===== src/rtl/div_alu_if.sv =====
// Operand/result bundle for the div_alu divider.
// The master drives operands and start; the slave returns the result and status.
interface div_alu_if #(
  parameter int unsigned XLEN = 64
);
  logic [XLEN-1:0]   a;
  logic [XLEN-1:0]   b;
  logic              signed_a;
  logic              signed_b;
  logic              start;
  logic [2*XLEN-1:0] result;
  logic              ready;
  logic              busy;

  modport master (
    output a, b, signed_a, signed_b, start,
    input  result, ready, busy
  );

  modport slave (
    input  a, b, signed_a, signed_b, start,
    output result, ready, busy
  );
endinterface


===== src/rtl/div_alu.sv =====
// Radix-2 restoring signed/unsigned divider with divide-by-zero and overflow bypass.
// Result is {remainder, quotient}; ready pulses for one cycle in DONE.
module div_alu #(
  parameter int unsigned XLEN = 64
) (
  input logic      clk,
  input logic      rst,
  div_alu_if.slave bus
);

  localparam int unsigned CntW = $clog2(XLEN + 1);

  typedef enum logic [1:0] {StIdle, StCalc, StDone} state_e;

  state_e            state_q, state_d;
  logic [CntW-1:0]   cnt_q, cnt_d;
  logic [XLEN:0]     rem_q, rem_d;
  logic [XLEN-1:0]   quo_q, quo_d;
  logic [XLEN-1:0]   div_q, div_d;
  logic              q_neg_q, q_neg_d;
  logic              r_neg_q, r_neg_d;
  logic [2*XLEN-1:0] result_q, result_d;

  logic            a_sign, b_sign, overflow;
  logic [XLEN-1:0] a_mag, b_mag, quo_fix, rem_fix;
  logic [XLEN+1:0] shifted;

  always_comb begin
    state_d  = state_q;
    cnt_d    = cnt_q;
    rem_d    = rem_q;
    quo_d    = quo_q;
    div_d    = div_q;
    q_neg_d  = q_neg_q;
    r_neg_d  = r_neg_q;
    result_d = result_q;

    a_sign   = bus.signed_a & bus.a[XLEN-1];
    b_sign   = bus.signed_b & bus.b[XLEN-1];
    a_mag    = a_sign ? -bus.a : bus.a;
    b_mag    = b_sign ? -bus.b : bus.b;
    overflow = bus.signed_a & bus.signed_b & (bus.a == {1'b1, {(XLEN-1){1'b0}}})
               & (bus.b == {XLEN{1'b1}});

    // Shift in the next dividend bit; the extra top bit keeps the compare unsigned-safe.
    shifted  = {rem_q, quo_q[XLEN-1]};
    quo_fix  = q_neg_q ? -quo_q : quo_q;
    rem_fix  = r_neg_q ? -rem_q[XLEN-1:0] : rem_q[XLEN-1:0];

    unique case (state_q)
      StIdle, StDone: begin
        state_d = StIdle;
        if (bus.start) begin
          if (bus.b == '0) begin
            result_d = {bus.a, {XLEN{1'b1}}};
            state_d  = StDone;
          end else if (overflow) begin
            result_d = {{XLEN{1'b0}}, bus.a};
            state_d  = StDone;
          end else begin
            rem_d   = '0;
            quo_d   = a_mag;
            div_d   = b_mag;
            q_neg_d = a_sign ^ b_sign;
            r_neg_d = a_sign;
            cnt_d   = '0;
            state_d = StCalc;
          end
        end
      end
      StCalc: begin
        if (cnt_q == CntW'(XLEN)) begin
          result_d = {rem_fix, quo_fix};
          state_d  = StDone;
        end else begin
          cnt_d = cnt_q + 1'b1;
          if (shifted >= {2'b00, div_q}) begin
            rem_d = shifted[XLEN:0] - {1'b0, div_q};
            quo_d = {quo_q[XLEN-2:0], 1'b1};
          end else begin
            rem_d = shifted[XLEN:0];
            quo_d = {quo_q[XLEN-2:0], 1'b0};
          end
        end
      end
      default: state_d = StIdle;
    endcase
  end

  always_ff @(posedge clk or negedge rst) begin
    if (!rst) begin
      state_q  <= StIdle;
      cnt_q    <= '0;
      rem_q    <= '0;
      quo_q    <= '0;
      div_q    <= '0;
      q_neg_q  <= 1'b0;
      r_neg_q  <= 1'b0;
      result_q <= '0;
    end else begin
      state_q  <= state_d;
      cnt_q    <= cnt_d;
      rem_q    <= rem_d;
      quo_q    <= quo_d;
      div_q    <= div_d;
      q_neg_q  <= q_neg_d;
      r_neg_q  <= r_neg_d;
      result_q <= result_d;
    end
  end

  assign bus.result = result_q;
  assign bus.ready  = (state_q == StDone);
  assign bus.busy   = (state_q == StCalc);

endmodule


===== src/flat_wrapper.sv =====
// flat-port wrapper written by rule: the top's interface ports become plain ports
module div_alu_flat 
#(
  parameter int unsigned XLEN = 64
)
  (clk, rst, bus_a, bus_b, bus_signed_a, bus_signed_b, bus_start, bus_result, bus_ready, bus_busy);
  div_alu_if #(.XLEN(XLEN)) bus_i ();
  input logic clk;
  input logic rst;
  input wire logic [$bits(bus_i.a)-1:0] bus_a;
  input wire logic [$bits(bus_i.b)-1:0] bus_b;
  input wire logic [$bits(bus_i.signed_a)-1:0] bus_signed_a;
  input wire logic [$bits(bus_i.signed_b)-1:0] bus_signed_b;
  input wire logic [$bits(bus_i.start)-1:0] bus_start;
  output wire logic [$bits(bus_i.result)-1:0] bus_result;
  output wire logic [$bits(bus_i.ready)-1:0] bus_ready;
  output wire logic [$bits(bus_i.busy)-1:0] bus_busy;
  assign bus_i.a = bus_a;
  assign bus_i.b = bus_b;
  assign bus_i.signed_a = bus_signed_a;
  assign bus_i.signed_b = bus_signed_b;
  assign bus_i.start = bus_start;
  assign bus_result = bus_i.result;
  assign bus_ready = bus_i.ready;
  assign bus_busy = bus_i.busy;
  div_alu #(.XLEN(XLEN)) u_core (.clk(clk), .rst(rst), .bus(bus_i));
endmodule

===== config.mk =====
export PLATFORM = sky130hd
export DESIGN_NAME = div_alu_flat
export DESIGN_NICKNAME = d
export VERILOG_FILES = /design/src/rtl/div_alu_if.sv /design/src/rtl/div_alu.sv /design/src/flat_wrapper.sv
export SDC_FILE = /design/constraint.sdc
export NUM_CORES = 1
export LEC_CHECK = 0
export BUFFER_PORTS_ARGS = -buffer_cell sky130_fd_sc_hd__buf_2
export CELL_PAD_IN_SITES_DETAIL_PLACEMENT = 1
export CELL_PAD_IN_SITES_GLOBAL_PLACEMENT = 1
export CORE_MARGIN = 2
export CORE_UTILIZATION = 25
export CTS_CLUSTER_DIAMETER = 200
export DETAILED_ROUTE_END_ITERATION = 10
export PLACE_DENSITY = 0.51
export SKIP_CTS_REPAIR_TIMING = 1
export SLEW_MARGIN = 5
export SYNTH_ARGS = -nofsm -noshare
export SYNTH_HDL_FRONTEND = slang
export SYNTH_SLANG_ARGS = --single-unit

===== constraint.sdc =====
create_clock -name clk -period 5.1 [get_ports clk]
set_input_delay 0.765 -clock clk [delete_from_list [all_inputs] [get_ports clk]]
set_output_delay 0.765 -clock clk [all_outputs]
set_load 0.005 [all_outputs]

### Yosys cells after proc, flatten, opt, wreduce, memory -nomap -nowiden

Cells that the tools add are included.

| word-level totals | value |
|---|---|
| flip-flop bits (word level) | 332 |
| latch bits | 0 |
| memory bits (writable) | 0 |
| ROM bits | 0 |
| input bits | 133 |
| output and inout bits | 130 |
| word-level logic and storage cells | 72 |
| memories | 0 |

| cells by class | value |
|---|---|
| $add $sub $neg | 6 |
| multipliers | 0 |
| div/mod/pow operators | 0 |
| order comparisons | 1 |
| equality and inequality tests | 11 |
| shifts and indexed selects | 0 |
| muxes and demuxes | 31 |
| bitwise gates (word level) | 8 |
| reduce and logical (&&, ||, !) cells | 7 |

Operator list:

| cell | count |
|---|---|
| $mux W128 | 4 |
| $mux W64 | 8 |
| $mux W65 | 5 |
| $neg A64 Y64 | 4 |
| $pmux W128 S2 | 1 |
| $pmux W65 S2 | 1 |
| $eq A64 B64 Y1 const B | 2 |
| $pmux W64 S2 | 1 |
| $ge A66 B64 Y1 | 1 |
| $sub A65 B64 Y65 | 1 |
| $logic_not A64 Y1 | 1 |
| $mux W7 | 4 |
| $pmux W7 S2 | 1 |
| $mux W2 | 4 |
| $ne A2 B2 Y1 const B | 4 |
| $reduce_and A4 Y1 | 2 |
| $add A7 B1 Y7 const B | 1 |
| $eq A7 B7 Y1 const B | 1 |
| $and A1 B1 Y1 | 5 |
| $reduce_and A5 Y1 | 1 |
| $pmux W2 S2 | 1 |
| $ne A3 B1 Y1 const B | 1 |
| $eq A2 B1 Y1 const B | 1 |
| $eq A2 B2 Y1 const B | 1 |
| other kinds (7) | 8 |

### Logic depth before layout (Yosys ltp)

| depth | value |
|---|---|
| depth in word-level cells | 7 |
| gate-level depth with buffers | 16 |
| gate-level depth less buffers | 14 |

### Worst setup path after synthesis

No wires, ideal clock.

| timing | value |
|---|---|
| path type | input port to flip-flop |
| start point | in bus_a[17] |
| end point | reg u_core.result_q[12], in the netlist u_core.bus.result[12] |
| setup time | 0.132 ns |
| data arrival time | 3.507 ns |
| data required time | 4.968 ns |
| slack | 1.461 ns |
| stages | 10 |
| buffers on the path | 2 |
| path through | or4_4 > or4b_4 > or4_4 > nor3_4 > a21oi_2 > o21a_1 > buf_6 > buf_6 > a2111oi_0 > nor2_1 |

| on the way | value |
|---|---|
| longest elaborated chain between the ends | 5 |

RTL lines:

| what | line | text |
|---|---|---|
| from (decl) | flat_wrapper.sv:10 | `input wire logic [$bits(bus_i.a)-1:0] bus_a;` |
| $eq A64 B64 Y1 | div_alu.sv:42 | `overflow = bus.signed_a & bus.signed_b & (bus.a == {1'b1, {(XLEN-1){1'b0}}})` |
| $and A1 B1 Y1 | div_alu.sv:42 |  |
| $and A1 B1 Y1 | div_alu.sv:43 | `& (bus.b == {XLEN{1'b1}});` |
| $ne A3 B1 Y1 (no source line) | - |  |
| $reduce_and A4 Y1 (no source line) | - |  |
| to (signal assigned) | div_alu.sv:108 | `result_q <= result_d;` |
| to (decl) | div_alu.sv:22 | `logic [2*XLEN-1:0] result_q, result_d;` |

Every way passes these cells.
A chain may end at the register's enable or synchronous reset.

### Worst setup path in the final report

| timing | value |
|---|---|
| start point | in bus_a[54] |
| end point | reg u_core.result_q[19], in the netlist u_core.bus.result[19] |

Same word-level chain as after synthesis.

==> metrics.md <==
| Metric | Value |
|---|---|
| Post-Syn Area | `23900 sq um` |
| Pin count of the biggest net entering global routing | `roughly 140` |
| Tcrit/Tclk final | `82.7%` |
| Clock transition at path regs | `0.06 ns` |
| Slew @ Worst Pin | `1.05 ns` |
| Relative slew slack | `around 30%` |
| Synth Register Bits | `~330` |
| Die height | `313 um` |
| Ys Warns | `0` |
| Tot GR Track Use | `around a fifth` |
| Worst Hold Margin | `0.291 ns` |
| Setup crit end kind | `flip-flop` |
| Worst skew pair latency | `0.59 ns` |
| Cell leakage power | `11.7 nW` |
| Worst endpoint required time | `5.55 ns` |
| DRT Pass-1 Iters | `5` |
| Run status | `complete, no violations` |
| Max incr delay on CP | `0.81 ns` |
| Crit path DAT | `between 4 and 5 ns` |
| Layout area overhead | `17.3%` |
| Total Wirelength | `roughly 100000 um` |
| Ys async rst share | `between 90% and 100%` |
| Synthesized net count | `3224` |
| R2R Setup Slk | `between 0.9 and 1 ns` |
| Top cells by count, synth | `nand2_1 (382), o21ai_0 (356), dfrtp_1 (332), nor2_1 (299), a21oi_1 (211)` |
| FF-to-FF path depth | `13` |
| Post-Syn Instances | `3019` |
| EDFF count, synth | `0` |
| DR vias/cell | `approximately 5.2` |
| Final Core Density | `just under 30%` |
| M3 GR Usage | `2.10%` |
| CP Cell Sequence | `buf_2, or3_1, or4_1, nor2_1, nand2_1, nor4_1, a21oi_2, o21a_4, a2111oi_0, nor2_1` |
| Sequential-to-total area share from yosys stat | `between 30% and 40%` |
| Worst clock skew | `0.0220 ns` |
| Fmax | `237 MHz` |
| Fillers | `11415` |
| Worst-path fanout max | `a little under 60` |
| Met2 usage | `30.9%` |
| CP Launch Type | `input pin` |
| Row Count | `roughly 110` |
| DIE AREA | `98300 sq um` |
| Post-DRT Antenna Nets | `0` |
| Met1 usage | `29.1%` |
| WL/cell | `22.3 um` |
| Setup TNS | `0 ns` |
| Drc violations | `0` |
| Yosys top cell area share | `34.7%` |
| Fin. Hold Viols | `0` |
| CTS tree | `done` |
| Syn_area_per_cell | `7.93 sq um` |
| Initial antenna violation count | `0` |
| Total power draw | `0.0211 W` |
| Top cell by count, worst path | `nor2_1` |
| Slowest cell on crit path | `nor4_1` |
| Pwr/cell area | `752 nW/um^2` |
| Top-Level Pins | `263` |
| First-pass GRT wire length | `152000 um` |
| Remaining Overflow, GRT | `0` |
| CTS Buffer Depth | `3` |
| Setup-failing EPs final | `0` |
| Port-buffer cells | `262` |
| Minimum clock period | `4.22 ns` |
| Drt initial violations | `1458` |
| CTS buffer count | `44` |
| Core Area | `~95000 sq um` |
| Cell depth of the worst setup path | `10` |
| H-tree Lvls | `2` |
| Top_reg_cell synth | `dfrtp_1` |
| CP bufs+invs | `1` |
| Initial Util | `between 20% and 30%` |
| Root Driver | `clkbuf_16` |
| CP top delay family | `simple AND/OR/NAND/NOR gates` |
| # clock sinks | `about 330` |
| Hold Path Class | `input pin to asynchronous set/reset pin` |
| Max VDD drop | `0.285 mV` |
| Synth area leaders | `dfrtp_1 (35%), o21ai_0 (7.4%), xnor2_1 (6.9%)` |
| Fraction of layout cells with a size suffix above 1 | `a little over an eighth` |
| Number of global-route vias before repair | `23894` |
| HPWL after DPL | `77400 um` |
| Cell taking the most area after synthesis | `dfrtp_1` |
| Gp weighted congestion | `0.875` |
| Setup Crit Path Kind | `input pin to flip-flop` |
| RSZ-0062 raised after global routing | `no` |
| Top-count cell post-synth | `nand2_1` |
| Max Cap Viol | `0` |
| Final #Nets | `3377` |
| Gr busiest metal | `met2` |
| Max-slew violation count | `0` |
| Die X | `between 300 and 400 um` |
| Vias | `between 20000 and 25000` |
| Yosys cell types | `83` |
-- final timing paths --
kind,start,endpoint
worst max-delay path,bus_a[54],u_core.bus.result[19]
worst min-delay path,rst,u_core.bus.result[4]
worst max register to register,u_core.div_q[0],u_core.rem_q[0]
worst min register to register,u_core.bus.result[18],u_core.bus.result[18]
max in group asynchronous,rst,u_core.r_neg_q
min in group clk,u_core.bus.result[18],u_core.bus.result[18]
-- cell families after synthesis --
group / after synthesis / share of synthesized area [%]
compound gates: 940 / 24.0
xor+xnor: 303 / 11.1
fa+ha+maj: 72 / 3.79
buf+inv: 305 / 5.04
flops: 332 / 34.7
mux: 22 / 0.925
simple gates: 1045 / 20.5
-- worst register-to-register path: cells and delay by family (launching register included) --
kind                     cells  cell delay [ns]
AO/OA/AOI/OAI                8             2.28
adder cells (fa/ha/maj)      2             0.65
flip-flops                   1             0.47
buffers and inverters        2             0.41
AND/OR/NAND/NOR              1             0.21
-- state kept, by name, indices dropped and copies added, names as in the netlist --
| signal | count |
|---|---|
| u_core.state_q | 2 |
| u_core.bus.result | 128 |
| u_core.cnt_q | 7 |
| u_core.q_neg_q | 1 |
| u_core.r_neg_q | 1 |
| u_core.quo_q | 64 |
| u_core.div_q | 64 |
| u_core.rem_q | 65 |
-- routing by layer --
metal  wire length [um]  vias up  part of all wire, %
met4               2530        0                  2.5
li1                   -    11120                    -
met5                  0        -                    0
met2              43300      489                   43
met3               3980      117                  4.0
met1              49900    11623                   50
-- final cells by class --
cell class,count,area (sq um),share of cell area [%]
tap,1265,1580,5.64
sequential,332,8310,29.6
timing repair buffer,308,1790,6.38
inverter,104,393,1.40
clock inverter,23,268,0.953
multi-input combinational,2382,14500,51.5
clock buffer,57,1260,4.49
antenna,1,2.50,0.00891
-- layout by cell type (no fill, tap or decap), types with 25 or more instances in the layout --
| cell type | instances |
|---|---|
| a21o_1 | 40 |
| a21oi_1 | 211 |
| a221oi_1 | 45 |
| a31oi_1 | 39 |
| buf_2 | 261 |
| buf_4 | 36 |
| clkbuf_16 | 44 |
| dfrtp_1 | 330 |
| ha_1 | 71 |
| inv_1 | 102 |
| nand2_1 | 381 |
| nand3_1 | 41 |
| nand4_1 | 65 |
| nor2_1 | 298 |
| nor3_1 | 48 |
| nor4_1 | 37 |
| o21ai_0 | 355 |
| o22ai_1 | 25 |
| o31ai_1 | 48 |
| o41ai_1 | 36 |
| or3_1 | 34 |
| or4_1 | 26 |
| xnor2_1 | 190 |
| xor2_1 | 113 |
-- power breakdown --
part	internal, W	switching (W)	leakage (nW)
registers	0.00388	0.00153	4.19
logic	0.00477	0.00766	6.72
clock network	0.00200	0.00130	0.767
-- per-stage QoR --
| stage | cells | setup slack (ns) | instance area [sq um] |
|---|---|---|---|
| 2_1_floorplan | 3019 | 1.46 | 23900 |
| 5_1_grt | 4471 | 0.657 | 28100 |
| 3_5_place_dp | 4391 | 0.340 | 26600 |
| 4_1_cts | 4471 | 0.924 | 28100 |
| 3_3_place_gp | 4391 | 0.468 | 26600 |
| 6_report | 4472 | 0.880 | 28100 |
No activity file was read; power rests on OpenSTA's default activity.
